<file path="src/rtl/bpsk_modulator.sv">
// BPSK modulator: keys a free-running carrier (sine / negated sine) with a serial
// MSB-first bit stream, switching bits only on carrier phase-alignment cycles.
module bpsk_modulator #(
  parameter int SAMPLE_NUMBER = 256,
  parameter int SAMPLE_WIDTH  = 12,
  parameter int DATA_WIDTH    = 8,
  parameter int PHASE_ALIGN   = 1
) (
  input  logic                             clk,
  input  logic                             rst,
  input  logic                             carrier_valid,
  input  logic [SAMPLE_WIDTH-1:0]          sine_in,
  input  logic [SAMPLE_WIDTH-1:0]          neg_sine_in,
  input  logic [$clog2(SAMPLE_NUMBER)-1:0] phase_cnt,
  input  logic [DATA_WIDTH-1:0]            data_in,
  input  logic                             data_valid,
  output logic                             data_ready,
  output logic [SAMPLE_WIDTH-1:0]          mod_out,
  output logic                             mod_valid,
  output logic                             busy,
  output logic                             frame_done,
  output logic [1:0]                       dbg_state
);

  localparam int PW = $clog2(SAMPLE_NUMBER);
  localparam int BW = (DATA_WIDTH > 1) ? $clog2(DATA_WIDTH) : 1;
  localparam logic [PW-1:0]           ALIGN_PH = PW'(PHASE_ALIGN);
  localparam logic [BW-1:0]           LAST_IDX = BW'(DATA_WIDTH - 1);
  localparam logic [SAMPLE_WIDTH-1:0] MIDSCALE = {1'b1, {(SAMPLE_WIDTH-1){1'b0}}};

  typedef enum logic [1:0] {
    IDLE  = 2'd0,
    ALIGN = 2'd1,
    SEND  = 2'd2
  } state_t;

  state_t                  state_q, state_d;
  logic [DATA_WIDTH-1:0]   shift_q, shift_d;
  logic [BW-1:0]           bit_idx_q, bit_idx_d;
  logic [SAMPLE_WIDTH-1:0] mod_out_q, mod_out_d;
  logic                    mod_valid_q, mod_valid_d;
  logic                    frame_done_q, frame_done_d;

  logic                    boundary;
  logic [DATA_WIDTH-1:0]   shifted;

  assign boundary = carrier_valid && (phase_cnt == ALIGN_PH);
  assign shifted  = shift_q << 1;

  // Handshake: a word transfers on a rising edge where data_valid && data_ready;
  // data_ready is high throughout IDLE and only on the final-bit boundary cycle
  // of SEND, so a following word can be chained without a gap.
  always_comb begin
    state_d      = state_q;
    shift_d      = shift_q;
    bit_idx_d    = bit_idx_q;
    mod_out_d    = mod_out_q;
    mod_valid_d  = 1'b0;
    frame_done_d = 1'b0;
    data_ready   = 1'b0;
    case (state_q)
      IDLE: begin
        data_ready = 1'b1;
        mod_out_d  = MIDSCALE;
        if (data_valid) begin
          shift_d   = data_in;
          bit_idx_d = '0;
          state_d   = ALIGN;
        end
      end
      ALIGN: begin
        mod_out_d = MIDSCALE;
        if (boundary) begin
          state_d     = SEND;
          mod_valid_d = 1'b1;
          mod_out_d   = shift_q[DATA_WIDTH-1] ? neg_sine_in : sine_in;
        end
      end
      SEND: begin
        if (carrier_valid) begin
          mod_valid_d = 1'b1;
          mod_out_d   = shift_q[DATA_WIDTH-1] ? neg_sine_in : sine_in;
          if (boundary) begin
            if (bit_idx_q != LAST_IDX) begin
              shift_d   = shifted;
              bit_idx_d = bit_idx_q + BW'(1);
              mod_out_d = shifted[DATA_WIDTH-1] ? neg_sine_in : sine_in;
            end else begin
              data_ready = 1'b1;
              if (data_valid) begin
                shift_d   = data_in;
                bit_idx_d = '0;
                mod_out_d = data_in[DATA_WIDTH-1] ? neg_sine_in : sine_in;
              end else begin
                state_d      = IDLE;
                shift_d      = '0;
                bit_idx_d    = '0;
                mod_out_d    = MIDSCALE;
                mod_valid_d  = 1'b0;
                frame_done_d = 1'b1;
              end
            end
          end
        end
      end
      default: begin
        state_d   = IDLE;
        mod_out_d = MIDSCALE;
      end
    endcase
  end

  always_ff @(posedge clk or posedge rst) begin
    if (rst) begin
      state_q      <= IDLE;
      shift_q      <= '0;
      bit_idx_q    <= '0;
      mod_out_q    <= MIDSCALE;
      mod_valid_q  <= 1'b0;
      frame_done_q <= 1'b0;
    end else begin
      state_q      <= state_d;
      shift_q      <= shift_d;
      bit_idx_q    <= bit_idx_d;
      mod_out_q    <= mod_out_d;
      mod_valid_q  <= mod_valid_d;
      frame_done_q <= frame_done_d;
    end
  end

  assign mod_out    = mod_out_q;
  assign mod_valid  = mod_valid_q;
  assign frame_done = frame_done_q;
  assign busy       = (state_q != IDLE);
  assign dbg_state  = state_q;

endmodule

</file>
<file path="config.mk">
export PLATFORM = sky130hd
export DESIGN_NAME = bpsk_modulator
export DESIGN_NICKNAME = d
export VERILOG_FILES = /design/src/rtl/bpsk_modulator.sv
export SDC_FILE = /design/constraint.sdc
export NUM_CORES = 1
export LEC_CHECK = 0
export ABC_AREA = 1
export CAP_MARGIN = 15
export CORE_MARGIN = 5
export CORE_UTILIZATION = 46
export DETAILED_ROUTE_END_ITERATION = 7
export PLACE_DENSITY = 0.81
export REMOVE_ABC_BUFFERS = 1
export SYNTH_ARGS = -nofsm -noshare
export SYNTH_HDL_FRONTEND = slang
export SYNTH_SLANG_ARGS = --single-unit
export TNS_END_PERCENT = 5
</file>
<file path="constraint.sdc">
create_clock -name clk -period 2.1 [get_ports clk]
set_clock_uncertainty 0.05 [all_clocks]
set_input_delay 0.42 -clock clk [delete_from_list [all_inputs] [get_ports clk]]
set_output_delay 0.42 -clock clk [all_outputs]
set_load 0.03 [all_outputs]
</file>
======== Word-level counts from Yosys, hierarchy flattened ========
Cells that the tools add are included.
cells by class
  $add $sub $neg .......................... 1
  reductions and logical operators ........ 6
  equality and inequality tests ........... 10
  muxes and demuxes ....................... 42
operators with widths
  operator             count
  $mux 12              8
  $mux 8               5
  $pmux 12 s2          1
  $pmux 8 s2           1
  $mux 1               13
  $mux 2               6
  $mux 3               4
  $ne 2x2->1 const B   6
  $eq 8x1->1 const B   1
  $pmux 2 s3           1
  $pmux 3 s2           1
  $reduce_and 6->1     1
  $pmux 1 s2           2
  $reduce_and 4->1     1
  $reduce_bool 2->1    2
  $add 3x1->3 const B  1
  $ne 3x3->1 const B   1
  $eq 2x1->1 const B   1
  $eq 2x2->1 const B   1
  $logic_not 2->1      1
  $logic_and 1x1->1    1
word-level totals
  output and inout bits ................... 18
  bits of input ports ..................... 44
  word-level logic and storage cells ...... 65
  flip-flop bits (word level) ............. 27

======== Logic depth before layout (Yosys ltp) ========
  depth in word-level cells ............... 6
  gate-level depth with buffers ........... 12
  mapped depth without buffers ............ 11

======== Least setup slack after synthesis ========
Ideal clock, no wire load.
  kind .................................... flip-flop to output port
  from .................................... register state_q[0], in the netlist dbg_state[0]
  to ...................................... output data_ready
  path buffers ............................ 1
  data required time ...................... 1.630 ns
  slack ................................... -0.113 ns
  data arrival time ....................... 1.743 ns
  cell stages (with the launch flop) ...... 6
  cells stage by stage .................... dfrtp_1 inv_1 ha_1 buf_4 nand4_1 o21ai_0
between the ends
  cells in the longest elaborated chain, start to end .. 2
  elaborated cells on any way between the ends .. 3
  those cells by class .................... eq/ne (1); mux (1); reduce/logical (1)
RTL lines
  element                                               line  RTL
  start, declared                                       37    state_t state_q, state_d;
  start signal, assigned                                122   state_q <= state_d;
  $eq 2x2->1 / $logic_not 2->1 (equally long branches)  61    case (state_q)
  $pmux 1 s2 *                                          61
  end, declared                                         17    output logic data_ready,
Mark *: on every way between the ends. The rest lies on a longest branch, timed or not.

======== Worst setup path after layout ========
  from .................................... input phase_cnt[0]
  to ...................................... output data_ready
between the ends
  cells in the longest elaborated chain, start to end .. 5
RTL lines
  element            line  RTL
  start, declared    14    input logic [$clog2(SAMPLE_NUMBER)-1:0] phase_cnt,
  $eq 8x1->1         47    assign boundary = carrier_valid && (phase_cnt == ALIGN_PH);
  $logic_and 1x1->1  47
  $mux 1             83    if (boundary) begin
  $mux 1             80    if (carrier_valid) begin
  $pmux 1 s2         61
No other way between the ends.

==> out/summary.md <==
- **result of the run** finished, violations left
- **failing checks** negative setup slack
- **total DRC errors in the routed layout** 0
- **Placement Rows** 23
- **shortest clock period the worst path allows after layout** 2120 ps
- **relative area change from synthesis to final layout** 40.4%
- **maximum vdd ir drop** 0.532 mV
- **number of buffers created by CTS** 3
- **clock latency of the later-clocked register in the worst-skew pair** 280 ps
- **synthesized area divided by synthesized cell count** 6.53 um2
- **cell types with the largest area share after synthesis** dfrtp_1 (35%), nand2_1 (25%), inv_1 (5.9%)
- **portion of synthesized cell area occupied by the leading cell type** 35.2%
- **count of endpoints failing hold in the final timing report** 0
- **total internal power** 1.44 mW
- **Setup crit end kind** output pin
- **starting utilization of the core area** 46.8%
- **most common cell after layout, fill and taps aside** nand2_1
- **layout cells sized above 1** 8.62%
- **register bit count reported by yosys** 27
- **area of the die** 5380 um2
- **number of unique standard cell types used by synthesis** 27
- **cell-by-cell trace of the critical path** clkdlybuf4s50_1, nand2_1, nor2_2, nand4_1, o21ai_1, buf_4
- **1st-pass router iterations** 4
- **via count** 1,959
- **Slew Viols, Final** 0
- **global router's overall resource usage** 19.3%
- **level count of the clock H-tree** 1
- **sw frac** 47.7%
- **class of the worst hold path** in -> async
- **floorplan die width** 73.4 um
- **IO buf count** 61
- **sequential fraction of design power** 28.5%
- **type of the worst setup path** in -> out
- **sequential share of the synthesized area** 36.7%
- **Post-Syn Area** 1850 um2
- **Slew @ Worst Pin** 502 ps
- **global-route wire length before repair** 8.22 mm
- **CTS tree** yes
- **overall power** 2.75 mW
- **Clock power frac** 11.2%
- **final setup vio count** 1
- **highest metal used** met4
- **ant diodes** 0
- **data arrival time of the critical path** 1650 ps
- **Vias per Instance** 4.92
- **yosys warns** 0
- **largest net degree at the start of global routing** 28
- **post-route antenna net violation count** 0
- **leakage power summed over all cells** 1.36 nW
- **clock transition at the registers of the reported paths** 100 ps
- **RSZ-0062 raised after global routing** yes
- **routability congestion estimate** 0.796
- **number of nets in the layout** 398
- **Floorplan Core Area** 3940 um2
- **Slowest cell on crit path** clkdlybuf4s50_1
- **total overflow reported by the global router** 0
- **final routed wirelength across all metal layers** 4.95 mm
- **maximum single-stage delay on the critical path** 480 ps
- **Cell Pwr Density** 1060 nW/um2
- **final clock period utilization by the worst path** 101%
- **antenna violations before repair** 0
- **switching power** 1.31 mW
- **# hold bufs at CTS** 0
- **metal3 WL** 241 um
- **Top-Level Pins** 62
- **remaining max-slew budget at the tightest pin** 66.5%
- **hpwl dp** 3.81 mm
- **power share of the combinational group** 60.3%
- **WL met1** 2.11 mm
- **Worst Slack Setup Final** -24.2 ps
- **clock root buffer** clkbuf_8
- **required time of the worst setup path** 1630 ps
- **initial drt markers** 89
- **cell count after synthesis** 283
- **average wire per cell in the routed design** 12.4 um
- **wire length on met2** 2.50 mm
- **clk sink count** 27
- **number of global-route vias before repair** 1,934
- **die span in y** 73.4 um
- **count of max-cap constraint violations** 0
- **largest buffer count on any clock path** 2
- **dominant cell type by area after synthesis** dfrtp_1
- **commonest cells after routing, fill and taps aside** nand2_1 (125), clkdlybuf4s50_1 (59), inv_1 (28)
- **WHS** 435 ps
- **pre-CTS setup slack** -128 ps
- **maximum frequency from static timing analysis** 0.471 GHz
- **crit-path max FO** 3
- **CP startpoint kind** input port
[stage by stage]
step | area, um2 | utilization (%) | cells | setup TNS, ps
finish | 2590 | 65.8 | 398 | -24.2
global route | 2590 | 65.8 | 398 | -102
CTS | 2590 | 65.7 | 398 | -32.9
detailed placement | 2540 | 64.4 | 394 | -1200
global placement | 2540 | 64.4 | 394 | -691
floorplan | 1790 | - | 272 | -189
[power by group through the flow]
stage	registers, mW	clock network [mW]	logic, mW
after floorplan	0.949	0	0.904
after global placement	0.788	0	1.62
after detailed placement	0.794	0	1.65
after CTS	0.783	0.314	1.65
after global routing	0.805	0.335	1.85
final	0.783	0.309	1.66
[cells by family (layout without fill, tap and decap cells)]
group	after synthesis	in the layout	share of synthesized area, %
simple gates	167	167	36.3
buf+inv	42	107	9.62
compound gates	41	41	13.4
flops	27	27	36.7
fa+ha+maj	5	5	3.39
mux	1	1	0.610
[sequential cells by signal (all words and copies together), names as in the netlist]
| signal | cells |
|---|---|
| bit_idx_q | 3 |
| dbg_state | 2 |
| frame_done | 1 |
| mod_out | 12 |
| mod_valid | 1 |
| shift_q | 8 |
[critical path, delay by kind of cell]
| family | cells | cell delay [ps] |
|---|---|---|
| compound gates | 1 | 180 |
| buf+inv | 2 | 670 |
| simple gates | 3 | 380 |
[layout make-up]
class / count / area (um2)
repair buffers: 72 / 691
inverters: 31 / 116
well taps: 50 / 62.6
clock buffers: 3 / 41.3
clock inverters: 1 / 7.51
flip-flops and latches: 27 / 677
fillers: 357 / 1350
multi-input cells: 214 / 997
[worst paths after layout]
kind | startpoint | endpoint | slack (ps) | depth (start not counted)
setup / recovery | phase_cnt[0] | data_ready | -20 | 6
setup reg to reg | dbg_state[0]$_DFFE_PP0P_ | shift_q[0]$_DFFE_PP0P_ | 180 | 10
hold / removal | rst | shift_q[5]$_DFFE_PP0P_ | 440 | 3
max in group asynchronous | rst | mod_out[11]$_DFFE_PP1P_ | 1260 | 3
hold reg to reg | mod_out[9]$_DFFE_PP0P_ | mod_out[9]$_DFFE_PP0P_ | 440 | 2
min in group clk | mod_out[9]$_DFFE_PP0P_ | mod_out[9]$_DFFE_PP0P_ | 440 | 2
[synthesized netlist by cell type, drive strengths merged]
cell and count:
a22o 6, mux2 1, a21oi 16, dfrtp 26, nand2 126, o21ai 16, or2 1, nand3 13
clkbuf 4, nand4 3, o21bai 1, dfstp 1, ha 5, o22ai 2, buf 7, inv 31
nor2 24
[layer usage]
layer  track usage, %  vias up
li1                 -     1017
met1             22.9      890
met2             35.3       43
met3             3.15        9
met4             6.24        0
met5                0        -
[what timing repair did]
item,CTS,global route
endpoints found under the hold margin,0,0
endpoints found under the setup margin,2,6
buffers inserted,0,0
resized for setup,3,3
cloned,0,0
Note: power is estimated with default switching activity, not from simulation.
